<file path="src/rtl/scalar_scoreboard_ctrl_pkg.sv">
// Shared types for the scalar scoreboard: FU encoding, operand tags and
// the FU status table rows exported for debug/perf.
package scalar_scoreboard_ctrl_pkg;

   localparam int NUM_SCALAR_FU = 3;
   localparam int NUM_FU        = NUM_SCALAR_FU;
   localparam int NUM_REG       = 32;
   localparam int FU_S_W        = 2;
   localparam int REG_W         = 5;

   typedef logic [FU_S_W-1:0] fu_sbits_t;
   typedef logic [REG_W-1:0]  reg_idx_t;

   typedef enum fu_sbits_t {
      FU_ALU    = 2'd0,
      FU_LD_ST  = 2'd1,
      FU_BRANCH = 2'd2
   } fu_scalar_t;

   // valid set: value still pending on FU 'fu'
   typedef struct packed {
      logic      valid;
      fu_sbits_t fu;
   } fu_tag_t;

   typedef struct packed {
      logic     busy;
      logic     issued;
      reg_idx_t r;
      reg_idx_t r1;
      reg_idx_t r2;
      fu_tag_t  t1;
      fu_tag_t  t2;
   } fust_s_row_t;

   typedef fust_s_row_t [NUM_FU-1:0] fust_s_t;

   // Source tag captured at dispatch: x0 never waits, and a producer being
   // written back this very cycle is already satisfied.
   function automatic fu_tag_t src_tag(fu_tag_t prod, reg_idx_t rs,
                                       logic gnt_any, fu_sbits_t gnt_fu);
      fu_tag_t t;
      t = prod;
      if (rs == '0 || (gnt_any && prod.fu == gnt_fu))
         t = '0;
      return t;
   endfunction

endpackage

</file>
<file path="src/rtl/scalar_scoreboard_ctrl_rr_arbiter.sv">
// Round-robin arbiter: grants the first requester at or after the pointer;
// the pointer moves past the winner when 'advance' is set.
module rr_arbiter #(
   parameter int N = 3
) (
   input  logic         clk,
   input  logic         rst_n,
   input  logic         clear,
   input  logic         advance,
   input  logic [N-1:0] req,
   output logic [N-1:0] grant
);

   localparam int PTR_W = (N > 1) ? $clog2(N) : 1;

   logic [PTR_W-1:0] ptr;
   logic [PTR_W-1:0] ptr_next;
   logic             found;

   // scan requesters in rotated order starting at the pointer
   always_comb begin
      grant    = '0;
      ptr_next = ptr;
      found    = 1'b0;
      for (int k = 0; k < N; k++) begin
         for (int i = 0; i < N; i++) begin
            if (!found && req[i] && i == ((int'(ptr) + k) % N)) begin
               grant[i] = 1'b1;
               found    = 1'b1;
               ptr_next = PTR_W'((i + 1) % N);
            end
         end
      end
   end

   // pointer register; holds when nothing is granted
   always_ff @(posedge clk or negedge rst_n) begin
      if (!rst_n)
         ptr <= '0;
      else if (clear)
         ptr <= '0;
      else if (advance && found)
         ptr <= ptr_next;
   end

endmodule

</file>
<file path="src/rtl/scalar_scoreboard_ctrl.sv">
// Scalar scoreboard: FU status table plus register result status. Gates
// dispatch on structural/WAW hazards, issue on RAW, writeback on WAR, and
// arbitrates the single register-file write port.
module scalar_scoreboard_ctrl
   import scalar_scoreboard_ctrl_pkg::*;
(
   input  logic              CLK,
   input  logic              nRST,
   input  logic              disp_valid,
   output logic              disp_ready,
   input  fu_sbits_t         disp_fu,
   input  logic              disp_wen,
   input  reg_idx_t          disp_rd,
   input  reg_idx_t          disp_rs1,
   input  reg_idx_t          disp_rs2,
   output logic [NUM_FU-1:0] issue_valid,
   input  logic [NUM_FU-1:0] issue_ready,
   input  logic [NUM_FU-1:0] wb_req,
   output logic [NUM_FU-1:0] wb_grant,
   input  logic              flush,
   output fust_s_t           fust
);

   fust_s_t           fust_q, fust_d;
   fu_tag_t           rstat_q [NUM_REG];
   fu_tag_t           rstat_d [NUM_REG];
   logic [NUM_FU-1:0] war;
   logic [NUM_FU-1:0] elig;
   logic [NUM_FU-1:0] grant_raw;
   logic              gnt_any;
   fu_sbits_t         gnt_idx;
   logic              fu_ok;
   logic              accept;
   fust_s_row_t       new_row;

   assign fust = fust_q;

   // dispatch gating uses pre-grant state only
   always_comb begin
      fu_ok      = disp_fu < FU_S_W'(NUM_FU);
      disp_ready = fu_ok && !fust_q[disp_fu].busy &&
                   !(disp_wen && disp_rd != '0 && rstat_q[disp_rd].valid);
      accept     = disp_valid && disp_ready && !flush;
   end

   // issue readiness, WAR blocking and writeback eligibility per row
   always_comb begin
      issue_valid = '0;
      war         = '0;
      elig        = '0;
      for (int i = 0; i < NUM_FU; i++) begin
         issue_valid[i] = fust_q[i].busy && !fust_q[i].issued &&
                          !fust_q[i].t1.valid && !fust_q[i].t2.valid;
         for (int j = 0; j < NUM_FU; j++) begin
            if (j != i && fust_q[j].busy && !fust_q[j].issued && fust_q[i].r != '0) begin
               if ((fust_q[j].r1 == fust_q[i].r && !fust_q[j].t1.valid) ||
                   (fust_q[j].r2 == fust_q[i].r && !fust_q[j].t2.valid))
                  war[i] = 1'b1;
            end
         end
         elig[i] = fust_q[i].busy && fust_q[i].issued && wb_req[i] && !war[i];
      end
   end

   rr_arbiter #(.N(NUM_FU)) u_wb_arb (
      .clk     (CLK),
      .rst_n   (nRST),
      .clear   (flush),
      .advance (1'b1),
      .req     (elig),
      .grant   (grant_raw)
   );

   // a flush squashes the grant so no FU retires a discarded result
   always_comb begin
      wb_grant = flush ? '0 : grant_raw;
      gnt_any  = |wb_grant;
      gnt_idx  = '0;
      for (int i = 0; i < NUM_FU; i++)
         if (wb_grant[i]) gnt_idx = FU_S_W'(i);
   end

   // next table state: retire the granted row, mark issues, then accept
   always_comb begin
      fust_d  = fust_q;
      rstat_d = rstat_q;
      new_row = '0;
      if (gnt_any) begin
         fust_d[gnt_idx].busy   = 1'b0;
         fust_d[gnt_idx].issued = 1'b0;
         if (fust_q[gnt_idx].r != '0)
            rstat_d[fust_q[gnt_idx].r] = '0;
         for (int i = 0; i < NUM_FU; i++) begin
            if (fust_q[i].t1.valid && fust_q[i].t1.fu == gnt_idx) fust_d[i].t1 = '0;
            if (fust_q[i].t2.valid && fust_q[i].t2.fu == gnt_idx) fust_d[i].t2 = '0;
         end
      end
      for (int i = 0; i < NUM_FU; i++)
         if (issue_valid[i] && issue_ready[i]) fust_d[i].issued = 1'b1;
      if (accept) begin
         new_row.busy = 1'b1;
         new_row.r    = disp_wen ? disp_rd : '0;
         new_row.r1   = disp_rs1;
         new_row.r2   = disp_rs2;
         new_row.t1   = src_tag(rstat_q[disp_rs1], disp_rs1, gnt_any, gnt_idx);
         new_row.t2   = src_tag(rstat_q[disp_rs2], disp_rs2, gnt_any, gnt_idx);
         fust_d[disp_fu] = new_row;
         if (disp_wen && disp_rd != '0)
            rstat_d[disp_rd] = '{valid: 1'b1, fu: disp_fu};
      end
   end

   // table registers; flush and reset both return to the empty table
   always_ff @(posedge CLK or negedge nRST) begin
      if (!nRST) begin
         fust_q <= '0;
         for (int k = 0; k < NUM_REG; k++) rstat_q[k] <= '0;
      end else if (flush) begin
         fust_q <= '0;
         for (int k = 0; k < NUM_REG; k++) rstat_q[k] <= '0;
      end else begin
         fust_q  <= fust_d;
         rstat_q <= rstat_d;
      end
   end

endmodule

</file>
<file path="config.mk">
export PLATFORM = sky130hd
export DESIGN_NAME = scalar_scoreboard_ctrl
export DESIGN_NICKNAME = d
export VERILOG_FILES = /design/src/rtl/scalar_scoreboard_ctrl_pkg.sv /design/src/rtl/scalar_scoreboard_ctrl_rr_arbiter.sv /design/src/rtl/scalar_scoreboard_ctrl.sv
export SDC_FILE = /design/constraint.sdc
export NUM_CORES = 1
export LEC_CHECK = 0
export ABC_AREA = 1
export BUFFER_PORTS_ARGS = -buffer_cell sky130_fd_sc_hd__buf_4
export CORE_MARGIN = 4
export CORE_UTILIZATION = 50
export CTS_BUF_LIST = sky130_fd_sc_hd__clkbuf_2 sky130_fd_sc_hd__clkbuf_4 sky130_fd_sc_hd__clkbuf_8
export DETAILED_ROUTE_END_ITERATION = 8
export PLACE_DENSITY = 0.83
export SLEW_MARGIN = 30
export SYNTH_ARGS = -nofsm -noshare
export SYNTH_HDL_FRONTEND = slang
export SYNTH_SLANG_ARGS = --single-unit
</file>
<file path="constraint.sdc">
create_clock -name CLK -period 2.6 [get_ports CLK]
set_input_delay 0.39 -clock CLK [delete_from_list [all_inputs] [get_ports CLK]]
set_output_delay 0.39 -clock CLK [all_outputs]
set_load 0.01 [all_outputs]
</file>
==> results.tsv <==
metric	value	unit
Num CTS Buffers	17	
failing checks	negative setup slack	
Layout area overhead	41.9	%
vias per cell	6.00	
Routed wire per std cell	21.0	um
Post-Route WL	47700	um
GPL Wtd Cong	1.08	
clock tree sinks	167	
Layout Skew	0.0273	ns
Max-Cap Viols	0	
Worst VDD drop	0.293	mV
Die Span Y	157	um
Seq/Total Area, Yosys	0.378	
critical path endpoint category	flop	
clock slew at reported path FFs	0.11	ns
Synth top area share	0.378	
Multi-input gate area	6620	um2
grt ovf	0	
number of synthesized register bits	167	
Root Driver	clkbuf_8	
DP HPWL	33900	um
PortBufs	103	
first-pass GRT wire length	72900	um
TritonCTS clock tree	built	
headroom to the max-slew limit	0.565	
Max Clk Rate	307	MHz
Final setup viols	132	
status	finished with violations	
Rows	54	
RSZ-0062 raised after global routing	true	
CP Launch Type	flop	
number of synthesized flops with an enable pin	0	
vias in the first global route	13500	
post-synthesis instance total	1623	
Tcrit/Tclk final	1.25	
Hold Vio Cnt, Final	0	
CP arrival	3.62	ns
FFs w/ async S/R, synth	1.00	
Total Power	5910	uW
Worst EP required	2.96	ns
Final WS setup	-0.662	ns
Initial Util	0.507	
Antenna diodes	0	
synth unique cells	46	
Least-Margin Pin Slew	0.653	ns
Die ar.	24600	um2
most frequent cells in the layout	buf_4 (373), nand2_1 (357), inv_1 (160)	
final net count	2013	
setup tns final	-69.24	ns
H-tree lvl count	4	
Tmin final	3.26	ns
Final Max Tran Viols	0	
die width	157	um
Syn Nets	1653	
Routed Antenna Nets	0	
Filler Cells Inserted	1668	
Reg area	4190	um2
area leader, netlist	dfrtp_1	
pwr dens	376	nW/um2
Syn Area/Cell	6.82	um2
Clock Latency Late Sink	0.48	ns
crit path kind	reg -> reg	
CP Max Fanout	6	
Synth Flop Type	dfrtp_1	
cell leakage power	0.00753	uW
cell area after technology mapping	11100	um2
GRT Util Overall	0.381	
Clock Tree Buf Depth	2	
DRC viols	0	
Vias	13700	
Synth area leaders	dfrtp_1 (38%), nand2_1 (14%), a21oi_1 (7.4%)	
initial antenna violation count	0	
drt pass-1 iters	5	
layout cells sized above 1	0.349	
warnings from Yosys	0	
Core ar.	21800	um2
HP Class	in -> reg	
commonest non-fill, non-tap cell in the layout	buf_4	
initial detailed-routing violation count	1443	
largest net degree at the start of global routing	99	
I/O pin count	104	
-- cell type report --
cell class / instances / area share
flip-flops and latches: 167 / 0.267
clock buffers: 20 / 0.0171
repair buffers: 414 / 0.218
well taps: 280 / 0.0223
clock inverters: 12 / 0.00892
multi-input cells: 1196 / 0.421
inverters: 187 / 0.0456
-- worst paths after layout --
path | startpoint | endpoint | slack, ns | cells after the start
hold reg to reg | rstat_q[93] | rstat_q[93] | 0.50 | 2
min in group asynchronous | nRST | fust[52] | 0.46 | 3
setup reg to reg | fust[42] | rstat_q[5] | -0.66 | 23
hold / removal | issue_ready[2] | fust[67] | 0.17 | 3
max in group asynchronous | nRST | rstat_q[11] | 1.56 | 3
setup / recovery | fust[42] | rstat_q[5] | -0.66 | 23
-- kinds of logic after synthesis --
| family | count (synthesis) | share of synthesized area |
|---|---|---|
| DFF | 167 | 0.378 |
| AOI/OAI and AO/OA | 440 | 0.220 |
| and+or+nand+nor | 743 | 0.300 |
| buffers and inverters | 260 | 0.0918 |
| adders and majority gates | 2 | 0.00226 |
| xor gates and xnor gates | 11 | 0.00871 |
-- critical path, cell delays in order (launching register included) --
cell     delay (ns)
dfrtp_2        0.46
buf_6          0.14
nand2_1        0.07
o21ai_0        0.10
nor2_1         0.12
nand3_1        0.08
nand2_1        0.07
nand2_1        0.08
nand4_1        0.20
nand2_4        0.11
a21oi_4        0.19
nand3_4        0.12
nor2_4         0.12
nand3_4        0.10
a21oi_4        0.19
buf_6          0.15
buf_12         0.14
nand2_4        0.06
nand2_4        0.08
nand2_4        0.07
nor2_4         0.22
nand2_2        0.13
nand3_2        0.08
nand2_2        0.06
-- metrics by stage --
step	instances	util	area (um2)	setup slack [ns]	hold slack, ns
floorplan	1623	-	11100	-0.0394	0.0944
global placement	2222	0.655	14300	-0.796	0.411
detailed placement	2222	0.655	14300	-0.715	0.417
CTS	2274	0.707	15400	-0.502	0.170
global route	2276	0.720	15700	-0.745	0.184
finish	2276	0.720	15700	-0.662	0.175
-- synth_stat cells (2+ instances only) --
cell type / number
a211oi_1: 7
a21oi_1: 164
buf_2: 8
a221o_1: 2
buf_1: 4
xor2_1: 10
a21oi_2: 2
nand3_2: 7
o22ai_1: 47
nor2_1: 135
o21ai_0: 147
a22oi_1: 19
and3_1: 2
a32o_1: 2
clkinv_1: 3
ha_1: 2
nand2_1: 403
nand2_2: 44
inv_2: 18
nand4_1: 13
o211ai_1: 8
nand2_4: 2
buf_4: 2
o31ai_1: 5
nand3_1: 99
clkbuf_1: 56
nor2_8: 2
buf_6: 3
nor2_4: 14
inv_1: 166
o21ai_1: 26
o311ai_0: 5
nor3_1: 11
nor2_2: 4
dfrtp_1: 167
nor4_1: 4
-- metal layers --
layer	part of all wire	vias to the layer above	track usage
met3	0.10	280	0.0819
met1	0.36	6332	0.457
met4	0.087	0	0.268
met5	0	-	0
met2	0.45	950	0.610
li1	-	6096	-
-- state kept, by name, summed over array words and instances (netlist names) --
name and flops:
fust 69, rstat_q 96, u_wb_arb.ptr 2
-- repair_timing --
action	in CTS	in global routing
setup endpoints to repair	153	137
gates cloned	0	0
hold buffers	1	0
pin swaps	73	59
endpoints found under the hold margin	71	0
buffers inserted	21	2
resized for setup	140	85
-- power by group --
part / switching [uW] / internal (uW) / leakage, uW
clock network: 1090 / 931 / 0.000205
logic: 746 / 458 / 0.00503
registers: 45.6 / 2630 / 0.00230
total: 1880 / 4020 / 0.00753
Note: power is estimated with default switching activity, not from simulation.
